==> config.mk <==
export PLATFORM = sky130hd
export DESIGN_NAME = ysyx_25040111_refill_bridge
export DESIGN_NICKNAME = d
export VERILOG_FILES = /design/src/rtl/ysyx_25040111_axi_pkg.sv /design/src/rtl/ysyx_25040111_refill_bridge.sv
export SDC_FILE = /design/constraint.sdc
export NUM_CORES = 1
export LEC_CHECK = 0
export BUFFER_PORTS_ARGS = -buffer_cell sky130_fd_sc_hd__buf_2
export CORE_MARGIN = 2
export CORE_UTILIZATION = 40
export CTS_CLUSTER_DIAMETER = 100
export DETAILED_ROUTE_END_ITERATION = 16
export PLACE_DENSITY = 0.7
export SLEW_MARGIN = 20
export SYNTH_ARGS = -nofsm -noshare
export SYNTH_HDL_FRONTEND = slang
export SYNTH_SLANG_ARGS = --single-unit
==> constraint.sdc <==
create_clock -name clock -period 2.7 [get_ports clock]
set_input_delay 0.135 -clock clock [delete_from_list [all_inputs] [get_ports clock]]
set_output_delay 0.135 -clock clock [all_outputs]
set_load 0.05 [all_outputs]
==> src/rtl/ysyx_25040111_axi_pkg.sv <==
// Shared AXI4 constants and refill-bridge types.
// The page helper sizes a burst so that it never crosses a page boundary.
package ysyx_25040111_axi_pkg;

    localparam logic [1:0] AXI_BURST_INCR = 2'b01;
    localparam logic [2:0] AXI_SIZE_4B    = 3'b010;

    localparam logic [1:0] RESP_OKAY   = 2'b00;
    localparam logic [1:0] RESP_EXOKAY = 2'b01;
    localparam logic [1:0] RESP_SLVERR = 2'b10;
    localparam logic [1:0] RESP_DECERR = 2'b11;

    typedef enum logic [1:0] {
        IDLE,
        ADDR,
        DATA
    } refill_state_t;

    // Number of 32-bit words from a word-aligned addr up to the end of its page.
    function automatic logic [31:0] page_room(input logic [31:0] addr, input int page_ls);
        logic [31:0] page_size;
        page_size = 32'd1 << page_ls;
        return (page_size - (addr & (page_size - 32'd1))) >> 2;
    endfunction

endpackage

==> src/rtl/ysyx_25040111_refill_bridge.sv <==
// Cache refill responder: converts one rstart/rlen/addr request into one or two
// AXI4 INCR read bursts (split at page boundaries) and returns beats as rok pulses.
module ysyx_25040111_refill_bridge
    import ysyx_25040111_axi_pkg::*;
#(
    parameter logic [3:0] AXI_ID  = 4'h0,
    parameter int         PAGE_Ls = 12
) (
    input  logic        clock,
    input  logic        reset,
    input  logic        rstart,
    input  logic [31:0] addr,
    input  logic [7:0]  rlen,
    output logic        rok,
    output logic [31:0] rdata,
    output logic        rerr,
    output logic        busy,
    output logic        arvalid,
    input  logic        arready,
    output logic [31:0] araddr,
    output logic [3:0]  arid,
    output logic [7:0]  arlen,
    output logic [2:0]  arsize,
    output logic [1:0]  arburst,
    input  logic        rvalid,
    output logic        rready,
    input  logic [31:0] axi_rdata,
    input  logic [1:0]  rresp,
    input  logic        rlast,
    input  logic [3:0]  rid
);

    localparam logic [31:0] PAGE_SIZE = 32'd1 << PAGE_Ls;
    localparam logic [31:0] PAGE_MASK = PAGE_SIZE - 32'd1;

    refill_state_t state_reg;
    logic [8:0]    beat_cnt_reg;
    logic [8:0]    remain_reg;

    logic [31:0] req_addr;
    logic [8:0]  req_len;
    logic [31:0] req_room;
    logic [8:0]  first_len;
    logic [31:0] next_base;
    logic [31:0] next_room;
    logic [8:0]  next_len;

    assign arid    = AXI_ID;
    assign arsize  = AXI_SIZE_4B;
    assign arburst = AXI_BURST_INCR;

    always_comb begin
        req_addr  = addr & ~32'h3;
        req_len   = (rlen == 8'd0) ? 9'd1 : {1'b0, rlen};
        req_room  = page_room(req_addr, PAGE_Ls);
        first_len = (req_room < {23'd0, req_len}) ? req_room[8:0] : req_len;
        // Follow-on bursts always start on the next page boundary.
        next_base = (araddr & ~PAGE_MASK) + PAGE_SIZE;
        next_room = page_room(next_base, PAGE_Ls);
        next_len  = (next_room < {23'd0, remain_reg}) ? next_room[8:0] : remain_reg;
    end

    always_ff @(posedge clock or negedge reset) begin
        if (!reset) begin
            state_reg    <= IDLE;
            beat_cnt_reg <= 9'd0;
            remain_reg   <= 9'd0;
            rok          <= 1'b0;
            rdata        <= 32'd0;
            rerr         <= 1'b0;
            busy         <= 1'b0;
            arvalid      <= 1'b0;
            araddr       <= 32'd0;
            arlen        <= 8'd0;
            rready       <= 1'b0;
        end else begin
            rok  <= 1'b0;
            rerr <= 1'b0;
            case (state_reg)
                IDLE: begin
                    if (rstart) begin
                        araddr       <= req_addr;
                        arlen        <= 8'(first_len - 9'd1);
                        beat_cnt_reg <= first_len;
                        remain_reg   <= req_len - first_len;
                        arvalid      <= 1'b1;
                        busy         <= 1'b1;
                        state_reg    <= ADDR;
                    end
                end
                ADDR: begin
                    if (arready) begin
                        arvalid   <= 1'b0;
                        rready    <= 1'b1;
                        state_reg <= DATA;
                    end
                end
                DATA: begin
                    if (rvalid && rready) begin
                        rdata        <= axi_rdata;
                        rok          <= 1'b1;
                        rerr         <= (rresp == RESP_SLVERR) || (rresp == RESP_DECERR);
                        beat_cnt_reg <= beat_cnt_reg - 9'd1;
                        if (beat_cnt_reg == 9'd1) begin
                            rready <= 1'b0;
                            if (remain_reg != 9'd0) begin
                                araddr       <= next_base;
                                arlen        <= 8'(next_len - 9'd1);
                                beat_cnt_reg <= next_len;
                                remain_reg   <= remain_reg - next_len;
                                arvalid      <= 1'b1;
                                state_reg    <= ADDR;
                            end else begin
                                busy      <= 1'b0;
                                state_reg <= IDLE;
                            end
                        end
                    end
                end
                default: state_reg <= IDLE;
            endcase
        end
    end

    // Protocol sanity checks on the memory side; they never affect control.
    rid_matches_axi_id: assert property (@(posedge clock) disable iff (!reset)
        (rvalid && rready) |-> (rid == AXI_ID));
    rlast_on_final_beat: assert property (@(posedge clock) disable iff (!reset)
        (rvalid && rready) |-> (rlast == (beat_cnt_reg == 9'd1)));

endmodule

---- Yosys cells after proc, flatten, opt, wreduce, memory -nomap -nowiden ----
Cells that the tools add are included.
storage, ports and cells
  logic and storage cells ................. 94
  register bits after elaboration ......... 97
operators by class
  eq/ne operators ......................... 11
  reduce and logical (&&, ||, !) cells .... 15
  mux-type cells .......................... 47
  $lt $le $gt $ge ......................... 2
  add/sub/neg operators ................... 8
operators by type and width
  kind                                                                  number
  32-bit two-way mux                                                    4
  9-bit two-way mux                                                     10
  32-bit one-hot mux with 2 select lines                                1
  8-bit two-way mux                                                     5
  9-bit one-hot mux with 2 select lines                                 2
  32-bit by 13-bit adder with 32-bit output, second input constant      1
  30-bit by 8-bit < comparator with 1-bit output                        1
  30-bit by 9-bit < comparator with 1-bit output                        1
  13-bit by 12-bit subtractor with 14-bit output, first input constant  2
  1-bit two-way mux                                                     16
  8-bit one-hot mux with 2 select lines                                 1
  8-bit by 1-bit subtractor with 8-bit output, second input constant    2
  2-bit != test, second input constant                                  6
  5-bit AND reduction                                                   2
  9-bit by 1-bit == test with 1-bit output, second input constant       1
  9-bit nonzero test                                                    1
  8-bit by 9-bit subtractor with 9-bit output                           1
  9-bit by 1-bit subtractor with 9-bit output, second input constant    1
  9-bit subtractor                                                      1
  8-bit logical NOT                                                     1
  2-bit two-way mux                                                     4
  4-bit AND reduction                                                   2
  2-bit == test, second input constant                                  3
  2-bit one-hot mux with 3 select lines                                 1
  other kinds (11)                                                      13

---- Longest topological paths before layout ----
  depth in word-level cells ............... 9
  mapped depth ............................ 21
  depth with buffers taken out ............ 20

---- Worst setup path after synthesis ----
Ideal clock, no wire load.
  path kind ............................... in2reg
  from .................................... input addr[6]
  to ...................................... register remain_reg[7]
  buffers on the path ..................... 1
  slack ................................... -1,376 ps
  setup time .............................. 121 ps
  stages on the path ...................... 19
  arrival ................................. 3,955 ps
  path through ............................ or3_1 -> nor4b_1 -> xnor2_1 -> ha_1 -> and3_1 -> nand4_1 -> or3_1 -> buf_2 -> a21oi_1 -> a31oi_1 -> ha_1 -> nor2b_1 -> o21ai_0 -> nand2b_1 -> a21o_1 -> a21o_1 -> a31oi_1 -> xnor2_1 -> a22o_1
between the ends
  cells in the longest elaborated chain, start to end .. 6
RTL lines
  element                                             line                                text
  start: declaration                                  ysyx_25040111_refill_bridge.sv:12   input logic [31:0] addr,
  13-bit by 12-bit subtractor with 14-bit output (*)  ysyx_25040111_axi_pkg.sv:23         return (page_size - (addr & (page_size - 32'd1))) >> 2;
  30-bit by 8-bit < comparator with 1-bit output      ysyx_25040111_refill_bridge.sv:56   first_len = (req_room < {23'd0, req_len}) ? req_room[8:0] : req_len;
  9-bit two-way mux (*)                               ysyx_25040111_refill_bridge.sv:56
  8-bit by 9-bit subtractor with 9-bit output (*)     ysyx_25040111_refill_bridge.sv:85   remain_reg <= req_len - first_len;
  9-bit two-way mux (*)                               ysyx_25040111_refill_bridge.sv:81   if (rstart) begin
  9-bit one-hot mux with 2 select lines (*)           ysyx_25040111_refill_bridge.sv:79   case (state_reg)
  end signal: assignment                              ysyx_25040111_refill_bridge.sv:85
  end signal: assignment                              ysyx_25040111_refill_bridge.sv:110  remain_reg <= remain_reg - next_len;
  end: declaration                                    ysyx_25040111_refill_bridge.sv:38   logic [8:0] remain_reg;
Mark *: on every way between the ends. The rest lies on a longest branch, timed or not. The select of a mux whose other input is x is not followed.
A chain may end at the register's enable or synchronous reset.

---- Final worst setup path ----
  from .................................... input addr[5]
  to ...................................... register remain_reg[8]
The elaborated chain is that of the path after synthesis.

==> impl_metrics.py <==
metrics = {
    "setup_path": {
        "cp-start-kind": "primary input",
        "critPathArrivalTime_ns": 3.86,
        "cp-end-kind": "flop",
        "crit_start": "addr[5]",
        "worst-endpoint-required_ns": 2.93,
        "r2r_cells": 8,
        "reg2reg_slack_ns": 0.29,
        "regToRegEndpoint": "araddr[14]",
        "path_class": "in2reg",
        "path_max_fanout": 4,
        "r2r-start": "beat_cnt_reg[6]",
    },
    "run_status": {
        "violations": "setup timing",
        "status": "finished, violations left",
    },
    "global_routing": {
        "grt_max_degree": 51,
        "grt_usage_pct": 19.38,
        "grt_pass1_vias": 4745,
        "grt_pass1_wl_um": 22890,
        "antenna_found_initial": 0,
        "grt-ovfl-total": 0,
    },
    "worst_hold_path": {
        "hold_path.class": "in2reg",
        "holdPathStages": 3,
        "worstHoldStart": "addr[12]",
        "holdPathEnd": "araddr[12]",
    },
    "floorplanning": {
        "die_h_um": 121.9,
        "dieArea_sq_um": 14850,
        "rows": 43,
        "coreArea_sq_um": 13720,
        "ioPinCount": 170,
        "die_width_um": 121.9,
        "initial_utilization_pct": 40.51,
    },
    "clocking": {
        "cts_sinks": 95,
        "path_clk_slew_ns": 0.07,
        "clock_path_buffers": 2,
        "clk-insertion-delay-late_ns": 0.34,
        "cts_inserted_buffers": 9,
        "cts_root_buf": "clkbuf_16",
        "cts_max_level": 3,
        "tritoncts": "done",
    },
    "yosys": {
        "synthAdderAreaFrac_pct": 4.863,
        "synth_cell_types": 63,
        "yosysWarnings": 0,
        "synth_area_sq_um": 5558,
        "avgSynthCellArea_sq_um": 9.126,
        "synth_mux_area_share_pct": 7.992,
        "synth_compound_area_share_pct": 18.33,
        "synth_ff_type": "dfrtp_1",
        "synth_edf_count": 0,
        "synth_xor_area_share_pct": 3.467,
        "synthArstFlopShare_pct": 100.0,
        "ys_ff_latch": 95,
        "ys_seq_area_share_pct": 42.77,
        "synth_top_family_by_area": "compound AO/OA/AOI/OAI gates",
        "synthSimpleGateAreaFrac_pct": 16.73,
        "synth_cells": 609,
    },
    "finish": {
        "final_cell_mix": "buf_2 (148), dfrtp_1 (95), buf_4 (83)",
        "seqCellArea_sq_um": 2377,
        "n_antenna_cell": 0,
        "mostFrequentLayoutCell": "buf_2",
        "top_register": "rdata",
        "nets": 940,
        "syn_to_final_growth_pct": 41.76,
        "drive_above_1_share_pct": 42.38,
        "fillers": 1204,
        "top_regs": "rdata: 32 flops, araddr: 30 flops",
        "final_design_area_no_fill_sq_um": 7879,
        "largest_reg_flops": 32,
        "multiInputGateArea_sq_um": 3226,
    },
    "route": {
        "vias_per_cell": 5.103,
        "vias": 5205,
        "drt-initial-drc-count": 289,
        "drt_first_pass_iters": 5,
        "wl_per_cell_um": 14.45,
        "drt_wl_total_um": 14740,
        "drc_errors": 0,
        "ant_nets": 0,
    },
    "sta": {
        "rsz0062_at_grt": "true",
        "worst_slew_pin_slew_ns": 0.6061,
        "drv_slew": 0,
        "holdWs_ns": 0.01222,
        "hold_viol": 0,
        "fmax_ghz": 0.2757,
        "slew_headroom_pct": 59.60,
        "setup_viol": 24,
        "clock_skew_ns": 0.01036,
        "period_needed_ns": 3.628,
        "finalCritPeriodShare_pct": 134.4,
        "setup_ws_ns": -0.9276,
    },
    "pwr": {
        "ir_drop_uv": 444.1,
        "power_mw": 9.171,
        "power.leakage_nw": 3.678,
        "power.density_nw_per_um2": 1164,
    },
    "place": {
        "post-place-ws_ns": -1.325,
        "postPlaceCellArea_sq_um": 7106,
        "routabilityCongestion": 0.8868,
        "io_buffers": 150,
        "dp_hpwl_um": 10550,
    },
    "job": {
        "max-cap-violations": 0,
    },
}
[what timing repair did]
| item | 4_1_cts | 5_1_grt |
|---|---|---|
| hold endpoints to repair | 46 | 0 |
| hold buffers | 2 | 0 |
| setup buffers | 15 | 7 |
| setup endpoints to repair | 24 | 27 |
| resized for setup | 40 | 27 |
| pin swaps | 31 | 23 |
[critical path, cell delays in order]
cell and delay [ns]:
buf_6 0.09, or3_4 0.42, nor4b_4 0.27, xnor2_1 0.13, ha_1 0.32, and3_4 0.18, nand4_1 0.10, or3_4 0.49
nand2_8 0.11, mux2i_4 0.26, ha_4 0.24, nor2b_4 0.12, o21ai_1 0.11, nand2b_1 0.08, a21o_1 0.19, a21o_1 0.20
a21oi_2 0.13, nor2b_1 0.05, o41ai_1 0.23
[cell usage after synthesis, types with 2 or more instances]
library cell,count,area share [%]
dfrtp_1,95,43
nand2_1,82,5.5
a21oi_1,52,4.7
nor2_1,39,2.6
o21ai_0,34,3.1
mux2_2,33,6.7
clkbuf_1,32,2.2
ha_1,20,4.5
inv_1,19,1.3
xnor2_1,17,2.7
nand3_1,14,1.3
o21ai_1,12,1.1
o31ai_1,12,1.6
buf_4,11,1.5
nor3_1,10,0.90
o22ai_1,10,1.1
a31oi_1,8,0.90
nand4_1,8,0.90
nor2b_1,7,0.79
a21o_1,6,0.81
and3_1,6,0.68
buf_1,6,0.41
mux2i_1,5,0.90
nand2b_1,5,0.56
nor4_1,5,0.56
xor2_1,5,0.79
a22o_1,4,0.63
or3_1,4,0.45
and2_1,3,0.34
o211ai_1,3,0.41
o41ai_1,3,0.47
a211oi_1,2,0.27
a2bb2oi_1,2,0.32
and4_1,2,0.32
buf_2,2,0.18
conb_1,2,0.14
nor3b_1,2,0.27
o21a_1,2,0.27
[logic make-up after synthesis]
family	after synthesis
adders and majority gates	21
and+or+nand+nor	197
xor gates and xnor gates	22
DFF	95
AOI/OAI and AO/OA	162
other	2
muxes	39
buffers and inverters	71
[routing by layer]
layer	GRT usage [%]	wire length, um	vias up
met2	32.93	7210	163
met4	6.322	195	0
met1	25.87	6592	2426
met5	0	0	-
li1	-	-	2597
met3	2.154	744	19
[how the worst max path moves through the flow]
stage,end,slack (ns),depth (start not counted)
finish,remain_reg[8],-0.93,19
global route,remain_reg[8],-1.09,19
CTS,remain_reg[8],-0.91,21
detailed placement,remain_reg[8],-1.32,21
global placement,remain_reg[6],-1.18,21
floorplan,remain_reg[8],-1.04,19
[stage by stage]
| step | TNS (ns) | util (%) | cells |
|---|---|---|---|
| after detailed placement | -18.53 | 51.79 | 985 |
| after global routing | -13.32 | 57.43 | 1020 |
| after CTS | -9.740 | 56.13 | 1014 |
| after global placement | -15.95 | 51.79 | 985 |
| final | -10.10 | 57.43 | 1020 |
| after floorplan | -8.354 | - | 618 |
[where the power goes]
part / switching (mW) / internal (mW) / total [mW] / leakage, nW
Clock: 0.565 / 0.749 / 1.31 / 0.153
Sequential: 0.554 / 2.10 / 2.65 / 1.13
Combinational: 3.53 / 1.67 / 5.21 / 2.40
[area by class of cell]
class                           instances  share of cell area, %
Multi-Input combinational cell        452                  40.94
Sequential cell                        95                  30.17
Timing Repair Buffer                  258                  21.25
Clock buffer                           10                  3.033
Tap cell                              180                  2.859
Inverter                               19                 0.9052
Clock inverter                          6                 0.8417
Power figures use the tool's default switching activity.
